`src/rtl/care_menu.sv`:
```
// care_menu: push-button front end for the pet care menu.
// Synchronises and debounces prev/next/select, keeps a wrapping cursor over
// NUM_ACTIONS care actions and fires a one-cycle one-hot action pulse on
// select, followed by a cooldown during which select is ignored.
// Optional build macro: CARE_MENU_AUTO_REPEAT_EN (auto-repeat of held prev/next).
module care_menu #(
  parameter int unsigned DEBOUNCE_CYCLES = 270000,
  parameter int unsigned COOLDOWN_CYCLES = 27000000,
  parameter int unsigned NUM_ACTIONS     = 6
) (
  input  logic       clk,
  input  logic       reset,
  input  logic       btn_prev,
  input  logic       btn_next,
  input  logic       btn_select,
  output logic [7:0] actions,
  output logic [2:0] cursor,
  output logic       busy
);

  localparam logic [19:0] DB_LAST  = 20'(DEBOUNCE_CYCLES - 1);
  localparam logic [26:0] CD_LAST  = 27'(COOLDOWN_CYCLES - 1);
  localparam logic [2:0]  CUR_LAST = 3'(NUM_ACTIONS - 1);

  typedef enum logic [1:0] {
    IDLE,
    FIRE,
    COOLDOWN
  } state_t;

  // Button vector order: [0] prev, [1] next, [2] select.
  logic [2:0]  raw;
  logic [2:0]  sync1;
  logic [2:0]  sync2;
  logic [2:0]  deb;
  logic [19:0] db_cnt [3];
  logic [2:0]  accept;
  logic [2:0]  press;
  logic        step_prev;
  logic        step_next;
  state_t      state;
  logic [26:0] cd_cnt;

  assign raw = {btn_select, btn_next, btn_prev};

  // Two-flop synchronisers for the asynchronous raw buttons.
  always_ff @(posedge clk or negedge reset) begin
    if (!reset) begin
      sync1 <= '0;
      sync2 <= '0;
    end else begin
      sync1 <= raw;
      sync2 <= sync1;
    end
  end

  // Accept a new level once it has differed for DEBOUNCE_CYCLES; a press is
  // the accept of a rising level, so it lines up with the debounced edge.
  always_comb begin
    accept = '0;
    press  = '0;
    for (int unsigned i = 0; i < 3; i++) begin
      accept[i] = (sync2[i] != deb[i]) && (db_cnt[i] == DB_LAST);
      press[i]  = accept[i] & sync2[i];
    end
  end

  // Per-button debounce counters and debounced levels.
  always_ff @(posedge clk or negedge reset) begin
    if (!reset) begin
      deb <= '0;
      for (int unsigned i = 0; i < 3; i++) db_cnt[i] <= '0;
    end else begin
      for (int unsigned i = 0; i < 3; i++) begin
        if (sync2[i] == deb[i]) begin
          db_cnt[i] <= '0;
        end else if (accept[i]) begin
          deb[i]    <= sync2[i];
          db_cnt[i] <= '0;
        end else begin
          db_cnt[i] <= db_cnt[i] + 20'd1;
        end
      end
    end
  end

`ifdef CARE_MENU_AUTO_REPEAT_EN
  localparam logic [25:0] RPT_FIRST  = 26'(16 * DEBOUNCE_CYCLES - 1);
  localparam logic [25:0] RPT_RELOAD = 26'(12 * DEBOUNCE_CYCLES);

  logic [25:0] rpt_cnt [2];
  logic [1:0]  rpt_step;

  // A repeat step fires when a held nav button's counter hits RPT_FIRST.
  always_comb begin
    rpt_step = '0;
    for (int unsigned i = 0; i < 2; i++) begin
      rpt_step[i] = deb[i] && (rpt_cnt[i] == RPT_FIRST);
    end
  end

  // Reloading to 12*DEBOUNCE after a step spaces later steps 4*DEBOUNCE apart.
  always_ff @(posedge clk or negedge reset) begin
    if (!reset) begin
      for (int unsigned i = 0; i < 2; i++) rpt_cnt[i] <= '0;
    end else begin
      for (int unsigned i = 0; i < 2; i++) begin
        if (!deb[i]) begin
          rpt_cnt[i] <= '0;
        end else if (rpt_step[i]) begin
          rpt_cnt[i] <= RPT_RELOAD;
        end else begin
          rpt_cnt[i] <= rpt_cnt[i] + 26'd1;
        end
      end
    end
  end

  assign step_prev = press[0] | rpt_step[0];
  assign step_next = press[1] | rpt_step[1];
`else
  assign step_prev = press[0];
  assign step_next = press[1];
`endif

  // Wrapping cursor; simultaneous prev and next cancel out.
  always_ff @(posedge clk or negedge reset) begin
    if (!reset) begin
      cursor <= '0;
    end else if (step_next && !step_prev) begin
      cursor <= (cursor == CUR_LAST) ? '0 : cursor + 3'd1;
    end else if (step_prev && !step_next) begin
      cursor <= (cursor == '0) ? CUR_LAST : cursor - 3'd1;
    end
  end

  // Action FSM: the pulse is registered on the IDLE->FIRE edge from the
  // pre-update cursor, so it is aligned with FIRE and strictly one-hot.
  always_ff @(posedge clk or negedge reset) begin
    if (!reset) begin
      state   <= IDLE;
      cd_cnt  <= '0;
      actions <= '0;
      busy    <= 1'b0;
    end else begin
      case (state)
        IDLE: begin
          if (press[2]) begin
            state   <= FIRE;
            actions <= 8'd1 << cursor;
            busy    <= 1'b1;
          end
        end
        FIRE: begin
          state   <= COOLDOWN;
          actions <= '0;
          cd_cnt  <= '0;
        end
        COOLDOWN: begin
          if (cd_cnt == CD_LAST) begin
            state <= IDLE;
            busy  <= 1'b0;
          end else begin
            cd_cnt <= cd_cnt + 27'd1;
          end
        end
        default: begin
          state   <= IDLE;
          actions <= '0;
          busy    <= 1'b0;
        end
      endcase
    end
  end

endmodule

```
`config.mk`:
```
export PLATFORM = sky130hd
export DESIGN_NAME = care_menu
export DESIGN_NICKNAME = d
export VERILOG_FILES = /design/src/rtl/care_menu.sv
export SDC_FILE = /design/constraint.sdc
export NUM_CORES = 1
export LEC_CHECK = 0
export ABC_AREA = 1
export CAP_MARGIN = 20
export CORE_ASPECT_RATIO = 1.25
export CORE_MARGIN = 5
export CORE_UTILIZATION = 40
export DETAILED_ROUTE_END_ITERATION = 8
export GPL_TIMING_DRIVEN = 0
export HOLD_SLACK_MARGIN = 0.1
export MAX_ROUTING_LAYER = met4
export PLACE_DENSITY = 0.65
export SYNTH_ARGS = -nofsm -noshare
export SYNTH_HDL_FRONTEND = slang
export SYNTH_SLANG_ARGS = --single-unit
```
`constraint.sdc`:
```
create_clock -name clk -period 2.4 [get_ports clk]
set_clock_uncertainty 0.15 [all_clocks]
set_input_delay 0.48 -clock clk [delete_from_list [all_inputs] [get_ports clk]]
set_output_delay 0.48 -clock clk [all_outputs]
set_load 0.005 [all_outputs]
```
==> summary.md, run 1 <==
| Metric | Value |
|---|---|
| Buffering stage count on the worst path with inverters included | `0` |
| Die width | `about 120 um` |
| Routability congestion estimate from global placement | `between 0.8 and 0.9` |
| Area of the placeable core | `15000 sq um` |
| Number of sinks driven by the clock tree | `110` |
| Share of synthesized flip-flops with an asynchronous set or reset | `between 90% and 100%` |
| Largest stage delay on the critical path | `between 0.3 and 0.4 ns` |
| Slew headroom | `about three fifths` |
| Routed vias/inst | `4.98` |
| Layout cell share with drive strength beyond 1 | `6.40%` |
| Site Rows | `50` |
| Initial antenna violation count | `0` |
| Switching Fraction | `23.0%` |
| Clk root buf | `sky130_fd_sc_hd__clkbuf_16` |
| Critical path data required time | `around 2.5 ns` |
| Actual transition at the worst max-transition pin | `0.591 ns` |
| Leakage power summed over all cells | `3.08 nW` |
| Post-Route Setup TNS | `0 ns` |
| Leading cell type in the layout, fill and taps excluded | `sky130_fd_sc_hd__nand2_1` |
| Net count of the mapped netlist | `between 800 and 900` |
| I/O pins | `17` |
| CP max-delay cell | `sky130_fd_sc_hd__ha_1` |
| Multi-input gate area in the final layout | `around 3000 sq um` |
| # diodes | `0` |
| Skew-Pair Late Insertion Delay | `about 0.36 ns` |
| Synthesis-to-finish area growth | `12.2%` |
| Final worst path period share | `between 90% and 100%` |
| Kind of capture point of the worst setup path | `flop` |
| First-pass iteration count of the detailed router | `4` |
| Flip-flop and latch count after synthesis | `110` |
| Largest area contributor in the netlist | `sky130_fd_sc_hd__dfrtp_1` |
| Shortest clock period the worst path allows after layout | `~2.2 ns` |
| Primary FF master, synth | `sky130_fd_sc_hd__dfrtp_1` |
| Fillers | `about 1500` |
| Number of placed cells counting well taps | `~1000` |
| Critical Setup Path Class | `flop to flop` |
| Net total in the final layout | `around 870` |
| CTS tree | `yes` |
| DRT iter0 DRCs | `~370` |
| Combinational fraction of design power | `roughly 3%` |
| Number of input and output port buffers inserted | `16` |
| Slew Limit Fails | `0` |
| Final setup fails | `0` |
| Ys Warns | `0` |
| Maximum vdd ir drop | `0.361 mV` |
| Summed instance area of the synthesized netlist | `6150 sq um` |
| Final core occ | `46.0%` |
| Final global-route overflow total | `0` |
| Post-Place Setup Slack | `-0.0376 ns` |
| Clock-pin slew reported for the worst setup and hold paths after clock tree synthesis | `about 0.07 ns` |
| Synth top area share | `between 40% and 50%` |
| Total via count after detailed routing | `between 5000 and 6000` |
| Ratio of total power to cell area | `roughly 500 nW/um^2` |
| Worst endpoint data arrival time | `approximately 2.3 ns` |
| PnR worst setup slack | `between 0.2 and 0.25 ns` |
| Storage element area | `2750 sq um` |
| Sequential Power Share | `a little under three fifths` |
| First-pass GRT wire length | `between 20 and 25 mm` |
| Max-cap violations | `0` |
| Vias in the first global route | `approximately 5000` |
| P_sw | `roughly 0.8 mW` |
| Overall routing resource usage | `between 10% and 20%` |
| Die area | `~18000 sq um` |
| Routed WL | `around 13 mm` |
| CP startpoint kind | `flop` |
| Maximum clock path buffer count | `2` |
| Cell-by-cell trace of the critical path | `ha_1 -> nand2_1 -> nor2_2 -> nand3_1 -> nor2_1 -> nand2_1 -> ha_1 -> a211oi_1 -> a21oi_1` |
| Delay-heaviest family, CP | `simple AND/OR/NAND/NOR gates` |
| Largest fanout on the critical path | `6` |
| Total CTS buffers | `9` |
| Starting utilization of the core area | `roughly two fifths` |
| Number of instances in the synthesized netlist | `just over 800` |
| Sequential element share of the synthesized area | `between 40 and 50%` |
| Drt wl/cell | `about 13 um` |
| Remaining design rule violation count | `0` |
| Per-instance average area after synthesis | `about 7.5 sq um` |
| Summed area of non-filler cells in the final layout | `just under 7000 sq um` |
| Clock Power Share | `between 40% and 50%` |
| Commonest cells after routing, fill and taps aside | `sky130_fd_sc_hd__nand2_1, sky130_fd_sc_hd__nor2_1, sky130_fd_sc_hd__dfrtp_1` |
| Main area contributors after synthesis | `sky130_fd_sc_hd__dfrtp_1, sky130_fd_sc_hd__nand2_1, sky130_fd_sc_hd__nor2_1` |
| Non-filler cells, final | `approximately 1000` |
| Htree depth | `3` |
| Number of antenna-violating nets in the routed design | `0` |
| Hold violation count in the final report | `0` |
| Count of flip-flops with a built-in enable after synthesis | `0` |
| Unrepaired setup endpoints after global routing | `no` |
| Estimated wirelength of the detail-placed design | `~9.6 mm` |
| Internal power consumption | `around 2.6 mW` |
| Area after DPL | `between 6000 and 7000 sq um` |
| Status | `finished clean` |
| Number of library cell types mapped by synthesis | `between 40 and 50` |
| Pin count of the biggest net entering global routing | `just under 60` |
| Die boundary height | `between 100 and 150 um` |
| Max Clk Rate | `roughly 0.46 GHz` |
| Class of the tightest hold or removal check | `flop to flop` |
synthesized netlist by cell type (2+ instances only):
cell type and count:
sky130_fd_sc_hd__nand2_1 225, sky130_fd_sc_hd__nor2_1 149, sky130_fd_sc_hd__dfrtp_1 110, sky130_fd_sc_hd__inv_1 98, sky130_fd_sc_hd__nand3_1 61, sky130_fd_sc_hd__nor3_1 32, sky130_fd_sc_hd__xor2_1 22, sky130_fd_sc_hd__o21ai_0 20
sky130_fd_sc_hd__a21oi_1 16, sky130_fd_sc_hd__nand4_1 16, sky130_fd_sc_hd__ha_1 9, sky130_fd_sc_hd__xnor2_1 9, sky130_fd_sc_hd__nand2_2 4, sky130_fd_sc_hd__nand3b_1 4, sky130_fd_sc_hd__nor2_4 4, sky130_fd_sc_hd__nor3b_1 4
sky130_fd_sc_hd__o21ai_2 4, sky130_fd_sc_hd__nand2_4 3, sky130_fd_sc_hd__o21bai_1 3, sky130_fd_sc_hd__a211oi_1 2, sky130_fd_sc_hd__a31oi_1 2, sky130_fd_sc_hd__buf_6 2, sky130_fd_sc_hd__clkbuf_1 2, sky130_fd_sc_hd__nor2_2 2
sky130_fd_sc_hd__o21ai_1 2, sky130_fd_sc_hd__or2_2 2, sky130_fd_sc_hd__xnor2_2 2
stage by stage:
step	total power, mW	hold WS (ns)
floorplan	1.96	0.0344
global placement	2.02	0.183
detailed placement	2.02	0.186
CTS	3.47	0.202
global route	3.55	0.221
finish	3.42	0.199
worst paths after layout:
check | start | end | slack, ns | depth (start not counted)
min in group asynchronous | reset | sync1[2] | 0.49 | 2
max reg2reg | db_cnt[40] | cursor[0] | 0.22 | 9
min reg2reg | sync1[2] | sync2[2] | 0.20 | 0
max | db_cnt[40] | cursor[0] | 0.22 | 9
max in group asynchronous | reset | sync1[1] | 0.94 | 3
min | sync1[2] | sync2[2] | 0.20 | 0
per-layer routing:
layer / vias to the layer above / track usage [%] / part of all wire (%)
met5: - / - / 0
met2: 73 / 25.9 / 49
met3: 24 / 2.02 / 2.7
li1: 2676 / - / -
met1: 2412 / 20.0 / 46
met4: 0 / 7.71 / 2.7
final cells by class:
cell class / count / area share (%)
Buffer: 6 / 0.562
Inverter: 98 / 5.33
Clock inverter: 5 / 0.508
Multi-Input combinational cell: 609 / 43.8
Clock buffer: 11 / 3.52
Timing Repair Buffer: 20 / 3.10
Tap cell: 182 / 3.30
Sequential cell: 110 / 39.9
power by group through the flow:
stage / combinational (mW) / clock (mW) / sequential (mW)
after floorplan: 0.0410 / 0 / 1.92
after global placement: 0.0962 / 0 / 1.92
after detailed placement: 0.103 / 0 / 1.92
after CTS: 0.105 / 1.48 / 1.88
after global routing: 0.123 / 1.54 / 1.88
final: 0.103 / 1.44 / 1.88
state kept, by name, summed over array words and instances, names as in the netlist, 2 cells and up:
name and count:
sync1 3, db_cnt 60, sync2 3, cd_cnt 27, state 2, cursor 3, deb 3, actions 8
cells by family (layout without fill, tap and decap cells):
group / Yosys count / in the layout / synth area share, %
AO/OA/AOI/OAI: 53 / 53 / 5.19
XOR/XNOR: 33 / 33 / 4.94
adder cells (fa/ha/maj): 9 / 9 / 1.83
buffers and inverters: 104 / 140 / 6.61
flip-flops: 110 / 110 / 44.8
AND/OR/NAND/NOR: 514 / 514 / 36.7
timing repair:
item	CTS	global route
setup buffers	1	1
gates resized for setup	2	6
hold buffers	1	0
endpoints found under the setup margin	2	3
hold endpoints to repair	56	0
pin swaps	1	0
No activity file was read; power rests on OpenSTA's default activity.
==> inputs of run 2 (changes only) <==
CAP_MARGIN = 15   (was 20)
==> results of run 2 <==
The final DEF is identical to that of run 1; final timing and power are the same.
==> inputs of run 3 (changes only) <==
PLACE_DENSITY = 0.64   (was 0.65)
==> summary.md, run 3 (synthesis results as in run 1) <==
| Metric | Value |
|---|---|
| Buffering stage count on the worst path with inverters included | `2` |
| Clock-pin slew reported for the worst setup and hold paths after clock tree synthesis | `0.07 ns` |
| Total via count after detailed routing | `5082` |
| Routability congestion estimate from global placement | `between 0.8 and 0.9` |
| Overall routing resource usage | `between 10% and 20%` |
| Shortest clock period the worst path allows after layout | `2.24 ns` |
| Routed vias/inst | `4.88` |
| Slew headroom | `between 50% and 60%` |
| Combinational fraction of design power | `between 2 and 3%` |
| P_sw | `between 0.7 and 0.8 mW` |
| Fillers | `between 1500 and 2000` |
| Capture point of the worst reg-to-reg path | `cursor[2]` |
| Switching Fraction | `between 20 and 25%` |
| Overall power consumption | `3.49 mW` |
| Remaining design rule violation count | `0` |
| Synthesis-to-finish area growth | `12.2%` |
| Drt wl/cell | `roughly 12 um` |
| Clock Power Share | `between 40 and 50%` |
| Site Rows | `50` |
| Unrepaired setup endpoints after global routing | `no` |
| Number of input and output port buffers inserted | `16` |
| Routed WL | `around 13 mm` |
| Die boundary height | `roughly 150 um` |
| Flip-flop count of the largest register after layout | `60` |
| Class of the tightest hold or removal check | `flop to flop` |
| Total CTS buffers | `9` |
| Ratio of total power to cell area | `about 500 nW/um^2` |
| Largest fanout on the critical path | `4` |
| Depth of the most critical reg-to-reg path | `11` |
| Layout cell share with drive strength beyond 1 | `6.17%` |
| Cell-by-cell trace of the critical path | `ha_1 -> nand2_1 -> nor2_4 -> inv_1 -> nor2_1 -> nand3_2 -> nor2_2 -> ha_1 -> inv_1 -> or3_1 -> a22oi_1` |
| First-pass GRT wire length | `22.1 mm` |
| Status | `finished clean` |
| Number of sinks driven by the clock tree | `110` |
| Area of the placeable core | `~15000 sq um` |
| Max Clk Rate | `between 0.4 and 0.5 GHz` |
| Initial antenna violation count | `0` |
| Worst reg2reg setup slack | `about 0.16 ns` |
| Multi-input gate area in the final layout | `3000 sq um` |
| M1 GR Usage | `slightly below 20%` |
| Commonest cells after routing, fill and taps aside | `sky130_fd_sc_hd__nand2_1, sky130_fd_sc_hd__nor2_1, sky130_fd_sc_hd__dfrtp_1` |
| Storage element area | `2750 sq um` |
| Vias in the first global route | `a little under 5000` |
| Final global-route overflow total | `0` |
| Maximum clock path buffer count | `2` |
| CP max-delay cell | `sky130_fd_sc_hd__dfrtp_1` |
| Die area | `18000 sq um` |
| Critical path data required time | `~2.5 ns` |
| Top reg by flops | `db_cnt` |
| Leading cell type in the layout, fill and taps excluded | `sky130_fd_sc_hd__nand2_1` |
| Net total in the final layout | `a little under 900` |
| Maximum vdd ir drop | `approximately 0.36 mV` |
| Pin count of the biggest net entering global routing | `57` |
| Met3 track demand over resource in global routing | `2.70%` |
| Estimated wirelength of the detail-placed design | `approximately 9.6 mm` |
| Internal power consumption | `roughly 2.7 mW` |
| Max-cap violations | `0` |
| Largest stage delay on the critical path | `0.39 ns` |
| Final core occ | `a little under half` |
| Critical path startpoint | `db_cnt[20]` |
| Delay-heaviest family, CP | `simple AND/OR/NAND/NOR gates` |
| CP startpoint kind | `flop` |
| Starting utilization of the core area | `41.0%` |
| First-pass iteration count of the detailed router | `5` |
| Die width | `121 um` |
| # diodes | `0` |
| Clk root buf | `sky130_fd_sc_hd__clkbuf_16` |
| Final worst path period share | `93.4%` |
| Kind of capture point of the worst setup path | `flop` |
| Biggest regs | `db_cnt: 60 flops, cd_cnt: 27 flops, actions: 8 flops` |
| DRT iter0 DRCs | `319` |
| Actual transition at the worst max-transition pin | `between 0.7 and 0.8 ns` |
| Post-Route Setup TNS | `0 ns` |
| Htree depth | `3` |
| Leakage power summed over all cells | `between 3 and 4 nW` |
| Crit Reg-Reg Startpoint | `db_cnt[20]` |
| Path length in cells of the critical path | `11` |
| Hold violation count in the final report | `0` |
| Skew-Pair Late Insertion Delay | `between 0.3 and 0.4 ns` |
| CTS tree | `yes` |
| Highest-utilization routing layer at the global route stage | `met2` |
| Met2 Usage GRT | `between 20% and 30%` |
| Worst endpoint data arrival time | `~2.4 ns` |
| Number of antenna-violating nets in the routed design | `0` |
| Sequential Power Share | `between 50% and 60%` |
| Worst setup path end | `cursor[2]` |
| Critical hold path startpoint | `sync1[2]` |
| Critical Setup Path Class | `flop to flop` |
| I/O pins | `17` |
| Slew Limit Fails | `0` |
| Final setup fails | `0` |
==> run 3: worst reg2reg max path: stages (launching register included) <==
cell	delay, ns
sky130_fd_sc_hd__dfrtp_1	0.39
sky130_fd_sc_hd__ha_1	0.18
sky130_fd_sc_hd__nand2_1	0.09
sky130_fd_sc_hd__nor2_4	0.12
sky130_fd_sc_hd__inv_1	0.05
sky130_fd_sc_hd__nor2_1	0.13
sky130_fd_sc_hd__nand3_2	0.13
sky130_fd_sc_hd__nor2_2	0.17
sky130_fd_sc_hd__ha_1	0.18
sky130_fd_sc_hd__inv_1	0.08
sky130_fd_sc_hd__or3_1	0.35
sky130_fd_sc_hd__a22oi_1	0.14
==> run 3: routing by layer <==
metal	wire, um	up-vias
met4	233	0
met2	6100	70
met1	6230	2324
li1	-	2674
met3	308	14
met5	0	-
==> run 3: area by class of cell <==
class                           count  area share, %
Buffer                              6          0.562
Clock buffer                       11           3.52
Clock inverter                      5          0.852
Inverter                           98           5.33
Multi-Input combinational cell    609           43.5
Sequential cell                   110           39.9
Tap cell                          182           3.30
Timing Repair Buffer               20           3.05
==> run 3: metrics by stage <==
step	std cells	worst slack [ns]	hold WS [ns]	cell area, sq um
floorplan	823	0.313	0.0344	6150
global placement	1021	-3.64	0.182	6540
detailed placement	1022	-0.0415	0.186	6560
CTS	1040	0.0897	0.202	6890
global route	1041	0.00977	0.207	6900
finish	1041	0.158	0.198	6900
==> run 3: worst min path at each step <==
stage,endpoint,cells past startpoint
2_1_floorplan,actions[0],0
3_3_place_gp,sync2[2],0
3_5_place_dp,sync2[2],0
4_1_cts,sync2[2],0
5_1_grt,sync2[0],0
6_report,sync2[2],0
==> run 3: power by group through the flow <==
stage | sequential (mW) | clock (mW) | combinational, mW
2_1_floorplan | 1.92 | 0 | 0.0410
3_3_place_gp | 1.92 | 0 | 0.0963
3_5_place_dp | 1.92 | 0 | 0.101
4_1_cts | 1.88 | 1.56 | 0.104
5_1_grt | 1.88 | 1.64 | 0.119
6_report | 1.88 | 1.51 | 0.100
==> run 3: what timing repair did <==
action	in CTS	in global routing
pin swaps	1	1
endpoints found under the setup margin	1	3
gates resized for setup	1	2
hold buffers	1	0
hold endpoints to repair	54	0
gates cloned	0	0
setup buffers	1	1
